File: src/rtl/flag_ctx_stack.sv
// flag_ctx_stack: interrupt-context stack of ALU flags (and optionally the return PC).
// Ports: CLK/RST (sync, active-high), C_in/Z_in/S_in, pc_in, push, pop, restore_ack,
//   clear_err -> restore_valid, restore_word {0,S,C,Z}, restore_pc, pop_ready, depth,
//   full, empty, overflow, underflow. Define FLAG_CTX_PC_EN to store the return PC.
module flag_ctx_stack #(
  parameter int BITS  = 16,
  parameter int DEPTH = 4
) (
  input  logic                     CLK,
  input  logic                     RST,
  input  logic                     C_in,
  input  logic                     Z_in,
  input  logic                     S_in,
  input  logic [BITS-1:0]          pc_in,
  input  logic                     push,
  input  logic                     pop,
  input  logic                     restore_ack,
  input  logic                     clear_err,
  output logic                     restore_valid,
  output logic [BITS-1:0]          restore_word,
  output logic [BITS-1:0]          restore_pc,
  output logic                     pop_ready,
  output logic [$clog2(DEPTH):0]   depth,
  output logic                     full,
  output logic                     empty,
  output logic                     overflow,
  output logic                     underflow
);

  localparam int AW = $clog2(DEPTH);
  localparam int PW = AW + 1;

  typedef enum logic {IDLE, HOLD} state_t;

  state_t          st_q, st_d;
  logic [PW-1:0]   sp_q, sp_d;
  logic            full_q, full_d;
  logic            empty_q, empty_d;
  logic            valid_q, valid_d;
  logic [2:0]      flg_q, flg_d;
  logic            ovf_q, ovf_d;
  logic            unf_q, unf_d;

  logic [2:0]      flg_mem [DEPTH];

  logic            pop_acc;
  logic            pop_err;
  logic            push_ok;
  logic            ovf_evt;
  logic [PW-1:0]   sp_dec;
  logic [PW-1:0]   wr_ptr;
  logic [AW-1:0]   wr_idx;
  logic [AW-1:0]   rd_idx;

  assign pop_ready = !valid_q | restore_ack;
  assign pop_acc   = pop & pop_ready & !empty_q;
  assign pop_err   = pop & !pop_acc;
  // An accepted pop frees the top slot first, so a push at full still fits.
  assign push_ok   = push & (!full_q | pop_acc);
  assign ovf_evt   = push & full_q & !pop_acc;
  assign sp_dec    = sp_q - PW'(1);
  // Push with accepted pop overwrites the slot just popped.
  assign wr_ptr    = pop_acc ? sp_dec : sp_q;
  assign wr_idx    = wr_ptr[AW-1:0];
  assign rd_idx    = sp_dec[AW-1:0];

  always_comb begin
    sp_d = sp_q;
    if (pop_acc && !push_ok) begin
      sp_d = sp_dec;
    end else if (push_ok && !pop_acc) begin
      sp_d = sp_q + PW'(1);
    end
    full_d  = (sp_d == PW'(DEPTH));
    empty_d = (sp_d == '0);
  end

  always_comb begin
    st_d  = st_q;
    flg_d = flg_q;
    if (pop_acc) begin
      st_d  = HOLD;
      flg_d = flg_mem[rd_idx];
    end else if (st_q == HOLD && restore_ack) begin
      st_d = IDLE;
    end
    valid_d = (st_d == HOLD);
  end

  // Error events take priority over clear_err.
  always_comb begin
    ovf_d = ovf_q;
    unf_d = unf_q;
    if (clear_err) begin
      ovf_d = 1'b0;
      unf_d = 1'b0;
    end
    if (ovf_evt) ovf_d = 1'b1;
    if (pop_err) unf_d = 1'b1;
  end

  always_ff @(posedge CLK) begin
    if (RST) begin
      st_q    <= IDLE;
      sp_q    <= '0;
      full_q  <= 1'b0;
      empty_q <= 1'b1;
      valid_q <= 1'b0;
      flg_q   <= '0;
      ovf_q   <= 1'b0;
      unf_q   <= 1'b0;
    end else begin
      st_q    <= st_d;
      sp_q    <= sp_d;
      full_q  <= full_d;
      empty_q <= empty_d;
      valid_q <= valid_d;
      flg_q   <= flg_d;
      ovf_q   <= ovf_d;
      unf_q   <= unf_d;
    end
  end

  // Stack contents survive reset.
  always_ff @(posedge CLK) begin
    if (push_ok) flg_mem[wr_idx] <= {S_in, C_in, Z_in};
  end

`ifdef FLAG_CTX_PC_EN
  logic [BITS-1:0] pc_mem [DEPTH];
  logic [BITS-1:0] pc_q, pc_d;

  always_comb begin
    pc_d = pc_q;
    if (pop_acc) pc_d = pc_mem[rd_idx];
  end

  always_ff @(posedge CLK) begin
    if (RST) pc_q <= '0;
    else     pc_q <= pc_d;
  end

  always_ff @(posedge CLK) begin
    if (push_ok) pc_mem[wr_idx] <= pc_in;
  end

  assign restore_pc = pc_q;
`else
  logic unused_pc;
  assign unused_pc  = ^pc_in;
  assign restore_pc = '0;
`endif

  assign restore_valid = valid_q;
  assign restore_word  = {{(BITS-3){1'b0}}, flg_q};
  assign depth         = sp_q;
  assign full          = full_q;
  assign empty         = empty_q;
  assign overflow      = ovf_q;
  assign underflow     = unf_q;

endmodule

File: config.mk
export PLATFORM = sky130hd
export DESIGN_NAME = flag_ctx_stack
export DESIGN_NICKNAME = d
export VERILOG_FILES = /design/src/rtl/flag_ctx_stack.sv
export SDC_FILE = /design/constraint.sdc
export NUM_CORES = 1
export LEC_CHECK = 0
export ABC_AREA = 1
export ABC_CLOCK_PERIOD_IN_PS = 4019
export CORE_MARGIN = 2
export CORE_UTILIZATION = 40
export CTS_BUF_LIST = sky130_fd_sc_hd__clkbuf_8
export DETAILED_ROUTE_END_ITERATION = 8
export PLACE_DENSITY = 0.8
export SLEW_MARGIN = 10
export SYNTH_ARGS = -nofsm -noshare
export SYNTH_HDL_FRONTEND = slang
export SYNTH_SLANG_ARGS = --single-unit
File: constraint.sdc
create_clock -name CLK -period 4.02 [get_ports CLK]
set_input_delay 0.804 -clock CLK [delete_from_list [all_inputs] [get_ports CLK]]
set_output_delay 0.804 -clock CLK [all_outputs]
set_load 0.01 [all_outputs]
Word-level counts from Yosys, hierarchy flattened. Memories as Yosys holds them, arrays and structs flattened. A register that Yosys moved wholly into a read port is not among the register bits. Index checks and enable logic that the tools add are counted.

Bits in registers: 8. Bits in latches: 0. Bits in writable memories: 12. ROM bits: 0. Input port bits: 25. Output and inout port bits: 41. Logic and storage cells: 40. Memories: 1.

$add $sub $neg: 2. $mul: 0. Divide/modulo/power cells: 0. Order comparisons: 0. Equal/unequal tests: 1. Shifts and indexed selects: 0. Muxes and demuxes: 10. Bitwise logic cells: 8. Reductions and logical operators: 12.

Memories: flg_mem (words 4, bits a word 3, rd ports 1, clocked after memory_dff 1, wr ports 1, line 44) `logic [2:0] flg_mem [DEPTH];`.

Operators by type and width (number): $mux 1 (7); $and 1x1->1 (6); $mux 3 (2); $reduce_bool 2->1 (3); $logic_not 1->1 (5); $add 3x1->3 const B (1); $eq 3x3->1 const B (1); $logic_and 1x1->1 (3); $logic_not 3->1 (1); $sub 3x1->3 const B (1); $mux 2 (1); $or 1x1->1 (2).

Depth between registers and ports, before layout.
Depth after elaboration: 10. Mapped depth: 11. Mapped depth without buffers: 11.

Worst setup path before layout. Ideal clock, no wire load.

Kind: input to register. From: input port restore_ack. To: memory flg_mem[1][0] (enable). Setup time: 323 ps. Arrival time: 1649 ps. Data required time: 3697 ps. Slack: 2048 ps. Stages on the path: 7. Buffers on the path: 1. Path through: clkinv_1 > nand2_2 > nand2_4 > buf_12 > xor2_4 > inv_2 > nor3_2.

Cells in the longest elaborated chain, start to end: 7. Elaborated cells on any way between the ends: 8.

Ends and longest elaborated chain: start: declaration (line 17) `input logic restore_ack,`; $or 1x1->1 (*) (line 55) `assign pop_ready = !valid_q | restore_ack;`; named net pop_ready (line 22) `output logic pop_ready,`; $and 1x1->1 (*) (2 in series) (line 56) `assign pop_acc = pop & pop_ready & !empty_q;`; $or 1x1->1 (line 59) `assign push_ok = push & (!full_q | pop_acc);`; $and 1x1->1 (line 59); $mux 1 (line 126) `if (push_ok) flg_mem[wr_idx] <= {S_in, C_in, Z_in};`; $mux 1 (implied by the code) (line 126); end: declaration (line 44).

Mark *: on every way through the listed nets, which the timed path passes. The rest lies on a longest branch.

Worst setup path after layout.
From: input port restore_ack. To: output port pop_ready.

Cells in the longest elaborated chain, start to end: 1.

Ends and longest elaborated chain (line): $or 1x1->1 (55); end: declaration (22).

Every way passes these cells.

==> results.sh <==
export IMPL_grt_max_degree=15
export IMPL_post_cts_setup_buffer_count=0
export IMPL_grt_use_total_pct=11.6
export IMPL_ctsHoldBuffers=0
export IMPL_die_area_um2=3800
export IMPL_final_cell_count_no_fill=208
export IMPL_antenna_left=0
export IMPL_path_class="input port to output port"
export IMPL_ys_seq_area_share_pct=43.7
export IMPL_hold_path_class="register to register"
export IMPL_cp_arrival_ps=1990
export IMPL_timing_final_crit_share_pct=69.6
export IMPL_num_vias=861
export IMPL_hold_violations=0
export IMPL_syn_area_per_cell_um2=9.23
export IMPL_slew_violations=0
export IMPL_cts_sinks=23
export IMPL_crit_chain="clkdlybuf4s50_1, clkinv_1, nand2_2, clkdlybuf4s50_1"
export IMPL_cp_required_ps=3220
export IMPL_setup_violations=0
export IMPL_drt_pass1_iter_count=4
export IMPL_io_buffers=20
export IMPL_stdcell_area_um2=1490
export IMPL_gp_congestion=0.810
export IMPL_tns_ps=0
export IMPL_critPathMaxFanout=4
export IMPL_clk_latency_ps=260
export IMPL_slew_headroom_pct=67.0
export IMPL_core_area_um2=3100
export IMPL_wl_mm=1.98
export IMPL_final_common_cell="conb_1"
export IMPL_final_nets=192
export IMPL_synth_top_cell_by_area="edfxtp_1"
export IMPL_netlist_area_um2=1330
export IMPL_ys_ff_latch=23
export IMPL_drc=0
export IMPL_die_x_um=61.6
export IMPL_cpMostUsedCell="clkdlybuf4s50_1"
export IMPL_postSynthCellCount=144
export IMPL_max_cap_violations=0
export IMPL_cp_buffers_inverters=3
export IMPL_status="finished clean"
export IMPL_routed_via_density=4.14
export IMPL_crit_slowest_cell="clkdlybuf4s50_1"
export IMPL_avgRoutedWirePerCell_um=9.51
export IMPL_antenna_found_initial=0
export IMPL_cts_max_level=1
export IMPL_clk_path_buf_depth=2
export IMPL_drtIter0Drc=15
export IMPL_root_buffer="clkbuf_8"
export IMPL_post_cts_resized=0
export IMPL_power_uw=616
export IMPL_critical_path_top_delay_family="buffers and inverters"
export IMPL_synth_area_leaders="edfxtp_1, dfxtp_1, buf_4"
export IMPL_mostFrequentLayoutCells="conb_1, clkdlybuf4s50_1, nor2_1"
export IMPL_drive_above_1_share_pct=14.6
export IMPL_numCtsBuffers=3
export IMPL_synthToLayoutAreaGrowth_pct=11.8
export IMPL_yosysUniqueCellTypes=29
export IMPL_start_kind="input port"
export IMPL_max_freq_mhz=358
export IMPL_dpl_instance_area_um2=1440
export IMPL_end_kind="output port"
export IMPL_pin_count=66
export IMPL_yosysTopAreaCellShare_pct=27.1
export IMPL_slowest_delay_ps=550
export IMPL_fp_dieH_um=61.6
export IMPL_grt_ovfl_total=0
export IMPL_worst_pin_slew_ps=491
export IMPL_power_density_nw_per_um2=415
export IMPL_start_util_pct=42.8
export IMPL_antennaDiodeCount=0
export IMPL_grt_pass1_vias=718
export IMPL_p_leak_uw=0.000646
export IMPL_clk_pin_slew_ps=90
export IMPL_grt_pass1_wl_mm=3.17
export IMPL_finalClockSkew_ps=3.23
export IMPL_dp_hpwl_mm=1.55
export IMPL_period_minus_slack_ps=2800
export IMPL_yosysWarningCount=0
export IMPL_tritoncts="yes"
export IMPL_num_rows=20
export IMPL_irDropWorstVdd_v=0.000226
export IMPL_placed_cells=204
export IMPL_rsz0062_at_grt="no"
export IMPL_holdWs_ps=464
[routing by layer]
metal | up-vias | track usage, % | wire (um)
li1 | 443 | - | -
met1 | 376 | 15.0 | 857
met2 | 40 | 17.7 | 937
met3 | 2 | 3.78 | 161
met4 | 0 | 5.47 | 22
met5 | - | 0 | 0
[sequential cells by signal (all words and copies together) (netlist names)]
register       flops
flg_mem           12
depth              3
flg_q              3
empty              1
full               1
overflow           1
restore_valid      1
underflow          1
[worst min-delay path: stages, from the launching register on]
cell	delay [ps]
dfxtp_1	310
nand2_1	60
a21oi_1	50
[cells in the mapped netlist]
| master | instances |
|---|---|
| a21oi_4 | 1 |
| nor2_1 | 15 |
| dfxtp_1 | 11 |
| xor2_4 | 1 |
| inv_2 | 4 |
| buf_4 | 29 |
| ha_1 | 2 |
| o22ai_1 | 3 |
| nor3_2 | 4 |
| nand3_2 | 1 |
| o21ai_1 | 2 |
| o21ai_0 | 9 |
| clkinv_1 | 1 |
| conb_1 | 1 |
| a21oi_1 | 3 |
| buf_1 | 1 |
| nand2_2 | 3 |
| nor2_4 | 1 |
| nand2_4 | 1 |
| nor2_2 | 3 |
| buf_12 | 1 |
| buf_6 | 1 |
| inv_1 | 13 |
| nand3b_1 | 1 |
| nand2_1 | 13 |
| edfxtp_1 | 12 |
| nand4_1 | 1 |
| nand3_1 | 5 |
| nand4_2 | 1 |
[stage by stage]
stage,utilization (%),setup slack (ps)
after global placement,46.3,1240
final,47.9,1220
after global routing,47.9,1160
after CTS,47.9,1220
after detailed placement,46.3,1230
after floorplan,-,2050
[cell families after synthesis]
group	Yosys count	share of synthesized area, %
buf+inv	50	24.1
flops	23	43.7
simple gates	49	20.1
xor+xnor	1	2.07
compound gates	18	7.91
fa+ha+maj	2	1.88
other cells	1	0.282
[final cells by class]
cell class / count / area [um^2]
timing repair buffer: 20 / 200
multi-input combinational: 99 / 533
inverter: 18 / 67.6
clock inverter: 1 / 7.51
clock buffer: 3 / 41.3
sequential: 23 / 581
fill: 319 / 1620
tap: 44 / 55.1
[final timing paths]
path / start / slack, ps / to / cells after the start
max reg2reg: depth[0]$_SDFF_PP0_ / 2030 / flg_mem[0][1]$_DFFE_PP_ / 6
max: restore_ack / 1220 / pop_ready / 4
min reg2reg: underflow$_SDFFE_PP0P_ / 460 / underflow$_SDFFE_PP0P_ / 2
min: underflow$_SDFFE_PP0P_ / 460 / underflow$_SDFFE_PP0P_ / 2
[report_power, final]
group | switching (uW) | internal, uW
logic | 108 | 72.3
clock network | 75.9 | 70.0
registers | 15.7 | 274
Note: power is estimated with default switching activity, not from simulation.
==> RTL edit 1: new RTL, same settings <==
Change the parameter `DEPTH` from 4 to 16.
--- a/src/rtl/flag_ctx_stack.sv
+++ b/src/rtl/flag_ctx_stack.sv
@@ -5,5 +5,5 @@
 module flag_ctx_stack #(
   parameter int BITS  = 16,
-  parameter int DEPTH = 4
+  parameter int DEPTH = 16
 ) (
   input  logic                     CLK,
Interface: changed (resized depth); port bits go from 66 to 68. No check against the original RTL was run, so the function may have changed too.
==> RTL edit 1 against the original RTL <==
- critical endpoint is now flg_mem[5][0]
- global-route usage up 3.2 points
- count of clock-buffer cells in the layout increased by 7
- wire length increased to 2.9 times the old value
- fmax decreased by 4.6%
- total power rose to 3.2 times the old value
- setup slack got worse by 0.13 ns
- first-iteration DRC count rose to 8.2 times the old value
- sequential cell count rose by 38
- area after synthesis rose by 130%
- cell area grew 130%
- non-clock buffer count increased by 3
- register-to-register slack worse by 0.94 ns
- via count increased to 2.5 times the old value
==> RTL edit 1: results (changes against the original RTL) <==
- The run finished with clean final reports.
* Final net count: 360 (+88%)
- In this run the worst setup path terminates at flg_mem[5][0].
- The minimum hold slack is 0.4688 ns (+0.004705 ns).
* Clock Root Buffer: sky130_fd_sc_hd__clkbuf_8
- The fill cell total of the finished layout was 651 (+100%).
* Register-to-Register Path Depth: 7 (+1)
* Number of H-tree levels: 3 (+2)
- Critical path's top delay family: buffers and inverters
- Ranked by flip-flop count, first place goes to flg_mem.
* Clock-pin slew reported for the worst setup and hold paths after clock tree synthesis: 0.07 ns (-0.02 ns)
* Fraction of layout instances using a drive strength above 1: 11.54% (-3.1 points)
- The slack of the worst reg-to-reg path is 1.09 ns (-0.94 ns).
- Number of different library cells in the post-synthesis netlist: 30 (+3.4%)
- Data arrival time at the worst-slack endpoint: 2.96 ns (+0.97 ns)
- Top area cells in the synthesized netlist: sky130_fd_sc_hd__edfxtp_1, sky130_fd_sc_hd__dfxtp_1, sky130_fd_sc_hd__buf_4
- Post-CTS repair timing setup buffer count: 0 (unchanged)
* CTS max path bufs: 2 (unchanged)
- Antenna Cells: 0 (unchanged)
- Vias per cell: 4.961 (+20%)
- Crit-path slowest cell: sky130_fd_sc_hd__ha_1
- Maximum number of pins on one net before global-route repair: 30 (+15)
- The share of async-settable or async-resettable flops after synthesis came to 0% (unchanged).
* Max FFs per register: 48 (+36)
* Synth warnings: 0 (unchanged)
* Clock latency reported for the late side of the worst-skew pair: 0.35 ns (+0.09 ns)
* VDD IR max: 198.0 uV (-12%)
- First-pass GRT wire length: 9425 um (+200%)
* Clk_skew: 0.01185 ns (+0.008620 ns)
* Worst-case headroom to the max-slew limit: 59.21% (-7.8 points)
- Largest fanout on the critical path: 29 (+25)
* Starting DRC count in detailed routing: 123 (+108)
- Initial antenna violation count: 0 (unchanged)
- Delay of the slowest cell on the worst path: 0.72 ns (+0.17 ns)
- DR WL/cell: 13.05 um (+37%)
- Routability-driven placement congestion ratio: 0.8056 (-0.56%)
- Kind of path behind the tightest hold check: reg -> reg
- The number of global-route vias before repair is 2,046 (+180%).
- Int Pwr: 1.313 mW (+220%)
- The combined global-route utilization of all metal layers came to 14.87% (+3.2 points).
- Static Leak: 1.314 nW (+100%)
- The count of cells resized by post-cts repair was 0 (unchanged).
- The sequential-to-total area share from yosys stat is 56.88% (+13 points).
* Ranking of synthesized cells by instance count: sky130_fd_sc_hd__nor2_1, sky130_fd_sc_hd__edfxtp_1, sky130_fd_sc_hd__nand2_1, sky130_fd_sc_hd__o21ai_0, sky130_fd_sc_hd__buf_4
- Cts bufs inserted: 9 (+6)
- Launch point of the worst path: depth[0]
* Iteration count of the initial detailed-routing pass: 5 (+1)
- The number of port buffers is 22 (+10%).
* Detailed placement HPWL: 3925 um (+150%)
- The number of flops mapped to enable cells by yosys was 48 (+36).
==> RTL edit 1: power by group through the flow <==
stage,clock network [mW],registers [mW],logic [mW]
floorplan,0,0.787,0.442
global placement,0,0.782,0.580
detailed placement,0,0.784,0.591
CTS,0.626,0.770,0.593
global route,0.654,0.776,0.670
finish,0.619,0.770,0.598
==> RTL edit 1: worst reg2reg max path: stages (launching register included) <==
cell and delay (ns):
sky130_fd_sc_hd__dfxtp_1 0.31, sky130_fd_sc_hd__buf_4 0.29, sky130_fd_sc_hd__inv_4 0.19, sky130_fd_sc_hd__ha_1 0.72, sky130_fd_sc_hd__inv_1 0.25, sky130_fd_sc_hd__a21oi_1 0.28
sky130_fd_sc_hd__nand3_1 0.26, sky130_fd_sc_hd__nor2_1 0.31
==> RTL edit 1: area by class of cell <==
type / instances / area, um2 / area share (%)
clock inverters: 6 / 92.59 / 2.718
multi-input cells: 213 / 1027 / 30.15
clock buffers: 10 / 137.6 / 4.040
well taps: 99 / 123.9 / 3.636
inverters: 25 / 96.34 / 2.828
flip-flops and latches: 61 / 1702 / 49.94
repair buffers: 23 / 227.7 / 6.684
==> RTL edit 1: cell families after synthesis <==
logic type,after synthesis,synth area share (%)
XOR/XNOR,4,1.422
flip-flops,61,56.88
buffers and inverters,63,12.30
AO/OA/AOI/OAI,61,11.50
adder cells (fa/ha/maj),2,0.8363
AND/OR/NAND/NOR,117,16.94
other,1,0.1254
==> RTL edit 1: metal layers <==
metal,vias to the layer above,track usage [%],share of wire [%]
met4,0,7.692,2.5
met1,1000,17.50,42
met5,-,0,0
met2,116,24.56,46
li1,1039,-,-
met3,13,4.424,8.7
==> RTL edit 1: worst min path at each step <==
stage                     startpoint        end  depth (start not counted)
after floorplan             overflow   overflow                          2
after global placement     underflow  underflow                          2
after detailed placement    overflow   overflow                          2
after CTS                   overflow   overflow                          2
after global routing        overflow   overflow                          2
final                      underflow  underflow                          2
==> RTL edit 1: through the flow <==
step	instance area, um2	cells	util (%)	setup WS (ns)
3_3_place_gp	3177	421	43.80	1.037
3_5_place_dp	3177	421	43.80	0.9842
6_report	3407	437	46.97	1.089
5_1_grt	3407	437	46.97	0.8442
2_1_floorplan	3097	337	-	1.835
4_1_cts	3407	437	46.97	1.097
==> RTL edit 2: new RTL, config.mk and constraints unchanged <==
Without the edit above. Put one more register stage on the output `overflow`, without a reset. The value now appears one clock later. The other outputs are not delayed to match.
--- a/src/rtl/flag_ctx_stack.sv
+++ b/src/rtl/flag_ctx_stack.sv
@@ -157,5 +157,7 @@
   assign full          = full_q;
   assign empty         = empty_q;
-  assign overflow      = ovf_q;
+  always_ff @(posedge CLK) begin
+    overflow <= ovf_q;
+  end
   assign underflow     = unf_q;
 
Check against the original RTL: not equivalent (a bounded check fails within 10 cycles, from zero or initial values and one cycle with RST high).
==> RTL edit 2 against the original RTL <==
- total power grew 12%
- wire length grew 3.3%
- cell area grew 3.0%
- setup slack gained 0.0086 ns
- area after synthesis grew 1.5%
- sequential share of layout area grew 0.16 points
- combinational power is essentially flat
- critical path depth is the same
- sequential cell count grew 1
- clock skew grew 0.0022 ns
- first-iteration DRC count shrank 60%
- sequential power grew 3%
- critical path type unchanged
- largest cell class unchanged
==> RTL edit 2: results (changes against the original RTL) <==
- The flow ran to the end, and the final reports show no timing, DRC or antenna violations.
- Static Leak: 0.6678 nW (+3.4%)
- After detailed routing, no signal wire sits above met4.
- The met3 track demand over resource was 2.692% (-1.1 points).
* Routed length on met3: 142 um (-12%)
- GRT Util Overall: 11.53% (-0.12 points)
* Int Pwr: 489.3 uW (+18%)
- The later pin in the worst-skew pair is clocked with a latency of 0.27 ns.
- First-pass GRT wire length: 3125 um (-1.3%)
- Post-CTS repair timing setup buffer count: 0 (unchanged)
- Proportion of register bits with asynchronous set or reset after synthesis: 0% (unchanged)
- For the worst setup path, the data arrival time is 1.98 ns.
- Clock Root Buffer: sky130_fd_sc_hd__clkbuf_8
- The number of flip-flops under the largest register name is 12 (unchanged).
- Number of synthesized flops with an enable pin: 12 (unchanged)
- Global routing usage on met1: 13.10% (-1.9 points)
- The count of cells resized by post-cts repair was 0 (unchanged).
* DR WL/cell: 9.687 um (+1.8%)
- Ranking of synthesized cells by instance count: sky130_fd_sc_hd__buf_4, sky130_fd_sc_hd__nor2_1, sky130_fd_sc_hd__inv_1, sky130_fd_sc_hd__nand2_1
* Top cell type's share of synthesized area: 26.72% (-0.40 points)
- The sequential-to-total area share from yosys stat came to 44.53% (+0.84 points).
- CTS max path bufs: 2 (unchanged)
- Routability-driven placement congestion ratio: 0.7958 (-1.8%)
- Final net count: 193 (+0.52%)
- Register ranked first by flip-flop count: flg_mem
* Number of different library cells in the post-synthesis netlist: 29 (unchanged)
* Top area cells in the synthesized netlist: sky130_fd_sc_hd__edfxtp_1, sky130_fd_sc_hd__dfxtp_1, sky130_fd_sc_hd__buf_4
- Count of buffers from port buffering: 20 (unchanged)
- The largest net degree at the start of global routing is 15 (unchanged).
- Kind of path behind the tightest hold check: reg -> reg
- The final antenna diode count was 0 (unchanged).
* Power dissipated in sequential cells: 300 uW (+3%)
* Combinational cell power: 180 uW (about the same)
- The worst clock skew came to 0.005385 ns (+0.002157 ns).
- Iteration count of the initial detailed-routing pass: 4 (unchanged)
* Clock-pin slew reported for the worst setup and hold paths after clock tree synthesis: 0.08 ns
- Cts bufs inserted: 3 (unchanged)
- Synth warnings: 0 (unchanged)
- Worst slack at placement: 1.219 ns (-0.009760 ns)
* Number of global-route vias before repair: 730 (+1.7%)
* Vias per cell: 4.223 (+2.0%)
- Number of fillers in the final layout: 306 (-4.1%)
* Largest fanout on the critical path: 4 (unchanged)
* Met2 GRT Util: 19.79% (+2.0 points)
* Metal1 wirelength: 835 um (-2.6%)
- The CTS H-tree depth came to 1 (unchanged).
* Net switching fraction of the power: 28.85% (-3.5 points)
- Detailed placement HPWL: 1612 um (+4.0%)
- The maximum vdd ir drop came to 306.1 uV (+35%).
* Initial antenna violation count: 0 (unchanged)
* Fraction of layout instances using a drive strength above 1: 14.55% (-0.089 points)
* Final cell count without fillers: 211 (+1.4%)
- The length of routed met2 wiring is 1028 um (+9.7%).
* Mean post-synth cell area: 9.302 um2 (+0.81%)
* Starting DRC count in detailed routing: 6 (-9)
-- RTL edit 2: cells by family (layout without fill, tap and decap cells) --
| family | Yosys count | count (layout) | synth area share (%) |
|---|---|---|---|
| AO/OA/AOI/OAI | 18 | 18 | 7.792 |
| AND/OR/NAND/NOR | 49 | 49 | 19.76 |
| other | 1 | 29 | 0.2780 |
| adder cells (fa/ha/maj) | 2 | 2 | 1.855 |
| buffers and inverters | 50 | 42 | 23.75 |
| XOR/XNOR | 1 | 1 | 2.041 |
| flip-flops | 24 | 24 | 44.53 |
-- RTL edit 2: final cells by class --
type,count,area (um2),share of cell area [%]
Sequential cell,24,600.6,39.25
Multi-Input combinational cell,99,533.0,34.83
Timing Repair Buffer,20,200.2,13.08
Inverter,18,67.56,4.415
Tap cell,46,57.56,3.761
Clock buffer,3,41.29,2.698
Clock inverter,1,30.03,1.962
-- RTL edit 2: critical path, stage by stage --
cell and delay (ns):
sky130_fd_sc_hd__clkdlybuf4s50_1 0.46, sky130_fd_sc_hd__clkinv_1 0.06, sky130_fd_sc_hd__nand2_2 0.11, sky130_fd_sc_hd__clkdlybuf4s50_1 0.55
-- RTL edit 2: final timing paths --
check / startpoint / slack (ns) / depth (start not counted) / endpoint
max: restore_ack / 1.23 / 4 / pop_ready
min: ovf_q / 0.35 / 0 / overflow
max reg2reg: depth[0] / 2.01 / 6 / flg_mem[1][2]
min reg2reg: ovf_q / 0.35 / 0 / overflow
-- RTL edit 2: stage by stage --
stage               hold WS (ns)  area (um2)
floorplan                 0.3311        1454
global placement          0.3357        1459
detailed placement        0.3407        1459
CTS                       0.3565        1530
global route              0.3645        1530
finish                    0.3549        1530
